**src/rtl/key_debouncer_pkg.sv**
```systemverilog
// Shared types for the key debouncer: per-channel debounce FSM states.
`ifndef KEYS_W
`define KEYS_W 4
`endif

package key_debouncer_pkg;

   typedef enum logic [1:0] {
      RELEASED     = 2'd0,
      PRESS_PEND   = 2'd1,
      PRESSED      = 2'd2,
      RELEASE_PEND = 2'd3
   } deb_state_e;

endpackage

```
**src/rtl/key_debounce_chan.sv**
```systemverilog
// One key channel: 2-flop synchronizer, debounce FSM with stability counter,
// registered level output and one-cycle press/release pulses.
module key_debounce_chan
   import key_debouncer_pkg::*;
#(
   parameter int unsigned DEBOUNCE_CYCLES = 500000
) (
   input  logic clk_i,
   input  logic rst_i,
   input  logic key_i,
   output logic key_o,
   output logic press_o,
   output logic release_o
);

   localparam int unsigned CNT_W = $clog2(DEBOUNCE_CYCLES);
   localparam logic [CNT_W-1:0] CNT_MAX = CNT_W'(DEBOUNCE_CYCLES - 1);

   logic             s1, s2;
   deb_state_e       state, state_nx;
   logic [CNT_W-1:0] cnt, cnt_nx;
   logic             press_nx, release_nx;

   always_ff @(posedge clk_i or posedge rst_i) begin
      if (rst_i) begin
         s1        <= 1'b0;
         s2        <= 1'b0;
         state     <= RELEASED;
         cnt       <= '0;
         key_o     <= 1'b0;
         press_o   <= 1'b0;
         release_o <= 1'b0;
      end else begin
         s1        <= key_i;
         s2        <= s1;
         state     <= state_nx;
         cnt       <= cnt_nx;
         // decoded from the next state so the level lines up with the pulses
         key_o     <= (state_nx == PRESSED) || (state_nx == RELEASE_PEND);
         press_o   <= press_nx;
         release_o <= release_nx;
      end
   end

   always_comb begin
      state_nx   = state;
      cnt_nx     = cnt;
      press_nx   = 1'b0;
      release_nx = 1'b0;
      case (state)
         RELEASED: begin
            if (s2) begin
               state_nx = PRESS_PEND;
               cnt_nx   = '0;
            end
         end
         PRESS_PEND: begin
            if (!s2) begin
               state_nx = RELEASED;
               cnt_nx   = '0;
            end else if (cnt == CNT_MAX) begin
               state_nx = PRESSED;
               cnt_nx   = '0;
               press_nx = 1'b1;
            end else begin
               cnt_nx = cnt + CNT_W'(1);
            end
         end
         PRESSED: begin
            if (!s2) begin
               state_nx = RELEASE_PEND;
               cnt_nx   = '0;
            end
         end
         RELEASE_PEND: begin
            if (s2) begin
               state_nx = PRESSED;
               cnt_nx   = '0;
            end else if (cnt == CNT_MAX) begin
               state_nx   = RELEASED;
               cnt_nx     = '0;
               release_nx = 1'b1;
            end else begin
               cnt_nx = cnt + CNT_W'(1);
            end
         end
         default: begin
            state_nx = RELEASED;
            cnt_nx   = '0;
         end
      endcase
   end

endmodule

```
**src/rtl/key_debouncer.sv**
```systemverilog
// Debounces KEYS_W independent active-high keys between the board input
// inversion and game_top; one key_debounce_chan per key.
module key_debouncer
   import key_debouncer_pkg::*;
#(
   parameter int unsigned KEYS_W          = `KEYS_W,
   parameter int unsigned DEBOUNCE_CYCLES = 500000
) (
   input  logic              clk_i,
   input  logic              rst_i,
   input  logic [KEYS_W-1:0] keys_i,
   output logic [KEYS_W-1:0] keys_o,
   output logic [KEYS_W-1:0] press_o,
   output logic [KEYS_W-1:0] release_o
);

   for (genvar i = 0; i < KEYS_W; i++) begin : g_chan
      key_debounce_chan #(
         .DEBOUNCE_CYCLES(DEBOUNCE_CYCLES)
      ) u_chan (
         .clk_i    (clk_i),
         .rst_i    (rst_i),
         .key_i    (keys_i[i]),
         .key_o    (keys_o[i]),
         .press_o  (press_o[i]),
         .release_o(release_o[i])
      );
   end

endmodule

```
**config.mk**
```make
export PLATFORM = sky130hd
export DESIGN_NAME = key_debouncer
export DESIGN_NICKNAME = d
export VERILOG_FILES = /design/src/rtl/key_debouncer_pkg.sv /design/src/rtl/key_debounce_chan.sv /design/src/rtl/key_debouncer.sv
export SDC_FILE = /design/constraint.sdc
export NUM_CORES = 1
export LEC_CHECK = 0
export ABC_CLOCK_PERIOD_IN_PS = 2000
export CORE_ASPECT_RATIO = 1.1
export CORE_MARGIN = 2
export CORE_UTILIZATION = 56
export DETAILED_ROUTE_END_ITERATION = 8
export GPL_TIMING_DRIVEN = 1
export PLACE_DENSITY = 0.76
export SLEW_MARGIN = 40
export SYNTH_ARGS = -nofsm -noshare
export SYNTH_HDL_FRONTEND = slang
export SYNTH_HIERARCHICAL = 1
export SYNTH_SLANG_ARGS = --single-unit
export TNS_END_PERCENT = 50
```
**constraint.sdc**
```tcl
create_clock -name clk_i -period 2 [get_ports clk_i]
set_clock_uncertainty 0.1 [all_clocks]
set_input_delay 0.3 -clock clk_i [delete_from_list [all_inputs] [get_ports clk_i]]
set_output_delay 0.3 -clock clk_i [all_outputs]
set_load 0.005 [all_outputs]
```
==> impl_metrics.py <==
metrics = {
    "sta": {
        "rsz0062_at_grt": "true",
        "slew_viol_final": 0,
        "hold-worst-slack_ns": 0.2594,
        "worstMarginPinSlew_ns": 0.5008,
        "finalSetupViolations": 0,
        "period_share": 0.9973,
        "clock.fmax_mhz": 501.4,
        "min_period_ns": 1.995,
        "finalSetupTns_ns": 0,
        "hold_viol_final": 0,
        "relSlewSlack": 0.6649,
    },
    "global_route": {
        "antenna_found_initial": 0,
        "grt_max_degree": 27,
        "grt_pass1_vias": 4548,
        "grt_pass1_wl_um": 20730,
        "grt.total_usage": 0.2338,
        "grt-ovfl-total": 0,
    },
    "clock_tree": {
        "htreeDepth": 3,
        "root_buffer": "clkbuf_8",
        "clock_sinks": 104,
        "clk_latency_ns": 0.37,
        "cts_buffer_depth": 2,
        "path_clk_slew_ns": 0.10,
        "numCtsBuffers": 9,
        "cts_tree": "built",
    },
    "worst_setup_path": {
        "crit_end": "g_chan[3].u_chan/cnt[12]",
        "cp-end-kind": "flip-flop",
        "critPathArrivalTime_ns": 2.17,
        "critPathMaxStageDelay_ns": 0.47,
        "crit_chain": "nor4_1 > nand4_1 > o21ba_2 > a21o_1 > a21o_1",
        "critPathLaunch": "g_chan[3].u_chan/cnt[7]",
        "r2r-end": "g_chan[3].u_chan/cnt[12]",
        "cp.required_ns": 2.17,
        "reg2reg_from": "g_chan[3].u_chan/cnt[7]",
        "r2r_slack_ns": 0.005,
        "cp_common_cell": "a21o_1",
        "cp_top_family": "compound AO/OA/AOI/OAI gates",
        "start_kind": "flip-flop",
        "crit_type": "reg2reg",
        "slowest_stage": "dfrtp_1",
        "r2r_cells": 5,
        "worstSetupPathDepth": 5,
        "worstPathMaxFanout": 12,
        "path_buf_inv": 0,
    },
    "power_and_ir_drop": {
        "internal_power_mw": 2.695,
        "p_comb_frac": 0.077,
        "leakage_nw": 2.879,
        "seq_power_share": 0.591,
        "p_total_mw": 3.637,
        "switching_share": 0.2590,
        "power.switching_uw": 942.2,
        "ir_drop_v": 0.0004934,
        "power-per-cell-area_nw_per_um2": 558.3,
        "power_frac_clock": 0.331,
    },
    "hold_path": {
        "holdCritPathClass": "reg2reg",
    },
    "cells_and_area": {
        "area_growth_pct": 15.45,
        "nets": 634,
        "drive_gt1_frac": 0.2385,
        "antenna_cells": 0,
        "fin_area_um2": 6515,
    },
    "synthesis": {
        "netlist_area_um2": 5643,
        "synth-simple-area-share": 0.3022,
        "yosys-mux-area-fraction": 0.04080,
        "synth_compound_area_frac": 0.1146,
        "synth_warnings": 6,
        "synthFlopType": "dfrtp_1",
        "synth_top_family_by_area": "simple AND/OR/NAND/NOR gates",
        "avgSynthCellArea_um2": 10.13,
        "synth.distinct_cells": 57,
        "synth_xor_xnor_area_share": 0.03038,
        "synth_edf_count": 0,
        "synth_nets": 567,
        "async_flop_share": 1.000,
        "synth_fa_ha_area_frac": 0.008869,
        "yosysSeqAreaShare": 0.4612,
        "synth_cells": 557,
        "synth-seq-cells": 104,
    },
    "floorplan": {
        "dieArea_um2": 10900,
        "rows": 38,
        "fp.dieW_um": 99.71,
        "initial_core_util": 0.5734,
        "core-area_um2": 9842,
        "die_h_um": 109.3,
        "io-pin-count": 18,
    },
    "routing": {
        "routed_wl_um": 11940,
        "vias_per_cell": 6.080,
        "vias": 4554,
        "dr.pass1.iters": 5,
        "drtIter0Drc": 203,
        "drc": 0,
        "detail-route-antenna-nets": 0,
        "wl_per_cell_um": 15.94,
    },
    "placement": {
        "place_congestion": 0.8536,
        "place_area_um2": 6155,
        "hpwl_um": 8375,
        "numPortBuffers": 17,
    },
    "outcome": {
        "status": "completed",
    },
    "job": {
        "drv_cap": 0,
    },
}
## flip-flops by register name, indices dropped and copies added, names as in the netlist
signal                   count
g_chan.u_chan/s1             4
g_chan.u_chan/key_o          4
g_chan.u_chan/cnt           76
g_chan.u_chan/state          8
g_chan.u_chan/s2             4
g_chan.u_chan/press_o        4
g_chan.u_chan/release_o      4
## stage by stage
stage,setup slack (ns),utilization,cells
3_3_place_gp,0.05988,0.6254,727
5_1_grt,-0.02489,0.6620,749
4_1_cts,-0.01123,0.6457,744
6_report,0.005451,0.6620,749
3_5_place_dp,-0.01517,0.6254,727
2_1_floorplan,0.01549,-,557
## synthesized netlist by cell type (5+ instances only)
master,instances,share of area
nor3_2,8,0.014
mux2_1,6,0.012
and3_1,5,0.0055
a22o_1,10,0.016
or3_1,20,0.022
a21o_1,14,0.019
xnor2_1,11,0.017
nor3_1,9,0.0080
dfrtp_1,104,0.46
mux2i_1,14,0.025
nand4_1,18,0.020
nor2_1,32,0.021
nor4_2,6,0.013
inv_1,14,0.0093
a21oi_1,17,0.015
nand2_1,65,0.043
o21ai_0,25,0.022
a31oi_1,9,0.010
buf_2,6,0.0053
and2_1,6,0.0067
nand3_1,50,0.044
nor3b_1,11,0.015
nor2_2,9,0.010
## layout make-up
cell class / instances / area (um^2)
clock buffers: 10 / 127.6
inverters: 14 / 52.55
flip-flops and latches: 104 / 2613
repair buffers: 72 / 583.1
multi-input cells: 423 / 2944
well taps: 120 / 150.1
clock inverters: 6 / 45.04
fillers: 762 / 3327
## routing by layer
layer,track usage,vias up,wire length (um)
met5,0,-,0
met4,0.07730,0,187
met3,0.04038,19,449
met2,0.4189,102,6188
met1,0.2872,2270,5113
li1,-,2163,-
## cells by family after synthesis
| group | Yosys count |
|---|---|
| AND/OR/NAND/NOR | 283 |
| flip-flops | 104 |
| AO/OA/AOI/OAI | 96 |
| buffers and inverters | 31 |
| multiplexers | 22 |
| XOR/XNOR | 17 |
| adder cells (fa/ha/maj) | 4 |
## how the worst min path moves through the flow
stage	from	slack, ns	to	cells after the start
global placement	g_chan[3].u_chan/s1	0.24	g_chan[3].u_chan/s2	0
CTS	keys_i[3]	0.26	g_chan[3].u_chan/s1	1
global route	keys_i[1]	0.27	g_chan[1].u_chan/s1	1
detailed placement	g_chan[1].u_chan/s1	0.24	g_chan[1].u_chan/s2	0
finish	g_chan[3].u_chan/s1	0.26	g_chan[3].u_chan/s2	0
floorplan	g_chan[0].u_chan/s1	0.23	g_chan[0].u_chan/s2	0
## repair_timing
item | 4_1_cts | 5_1_grt
setup endpoints to repair | 6 | 47
resized for setup | 3 | 27
setup buffers | 1 | 4
hold buffers | 0 | 0
cloned | 0 | 1
pin swaps | 1 | 3
## power by group through the flow
stage | combinational (mW) | clock [mW] | sequential, mW
finish | 0.281 | 1.21 | 2.15
global route | 0.314 | 1.34 | 2.16
CTS | 0.274 | 1.25 | 2.15
detailed placement | 0.271 | 0 | 2.19
global placement | 0.263 | 0 | 2.19
floorplan | 0.164 | 0 | 2.19
## cells in the final DEF (no fill, tap or decap), types with 10 or more instances in the layout
cell type         n
nand2_1          63
o21ai_0          25
xnor2_1          11
nor3b_1          11
dfrtp_1          96
clkdlybuf4s50_1  17
a21oi_1          17
a22o_1           10
inv_1            14
or3_1            20
buf_4            55
mux2i_1          14
a21o_1           14
nand3_1          50
nand4_1          18
nor2_1           30
nor2_2           10
Power figures use the tool's default switching activity.
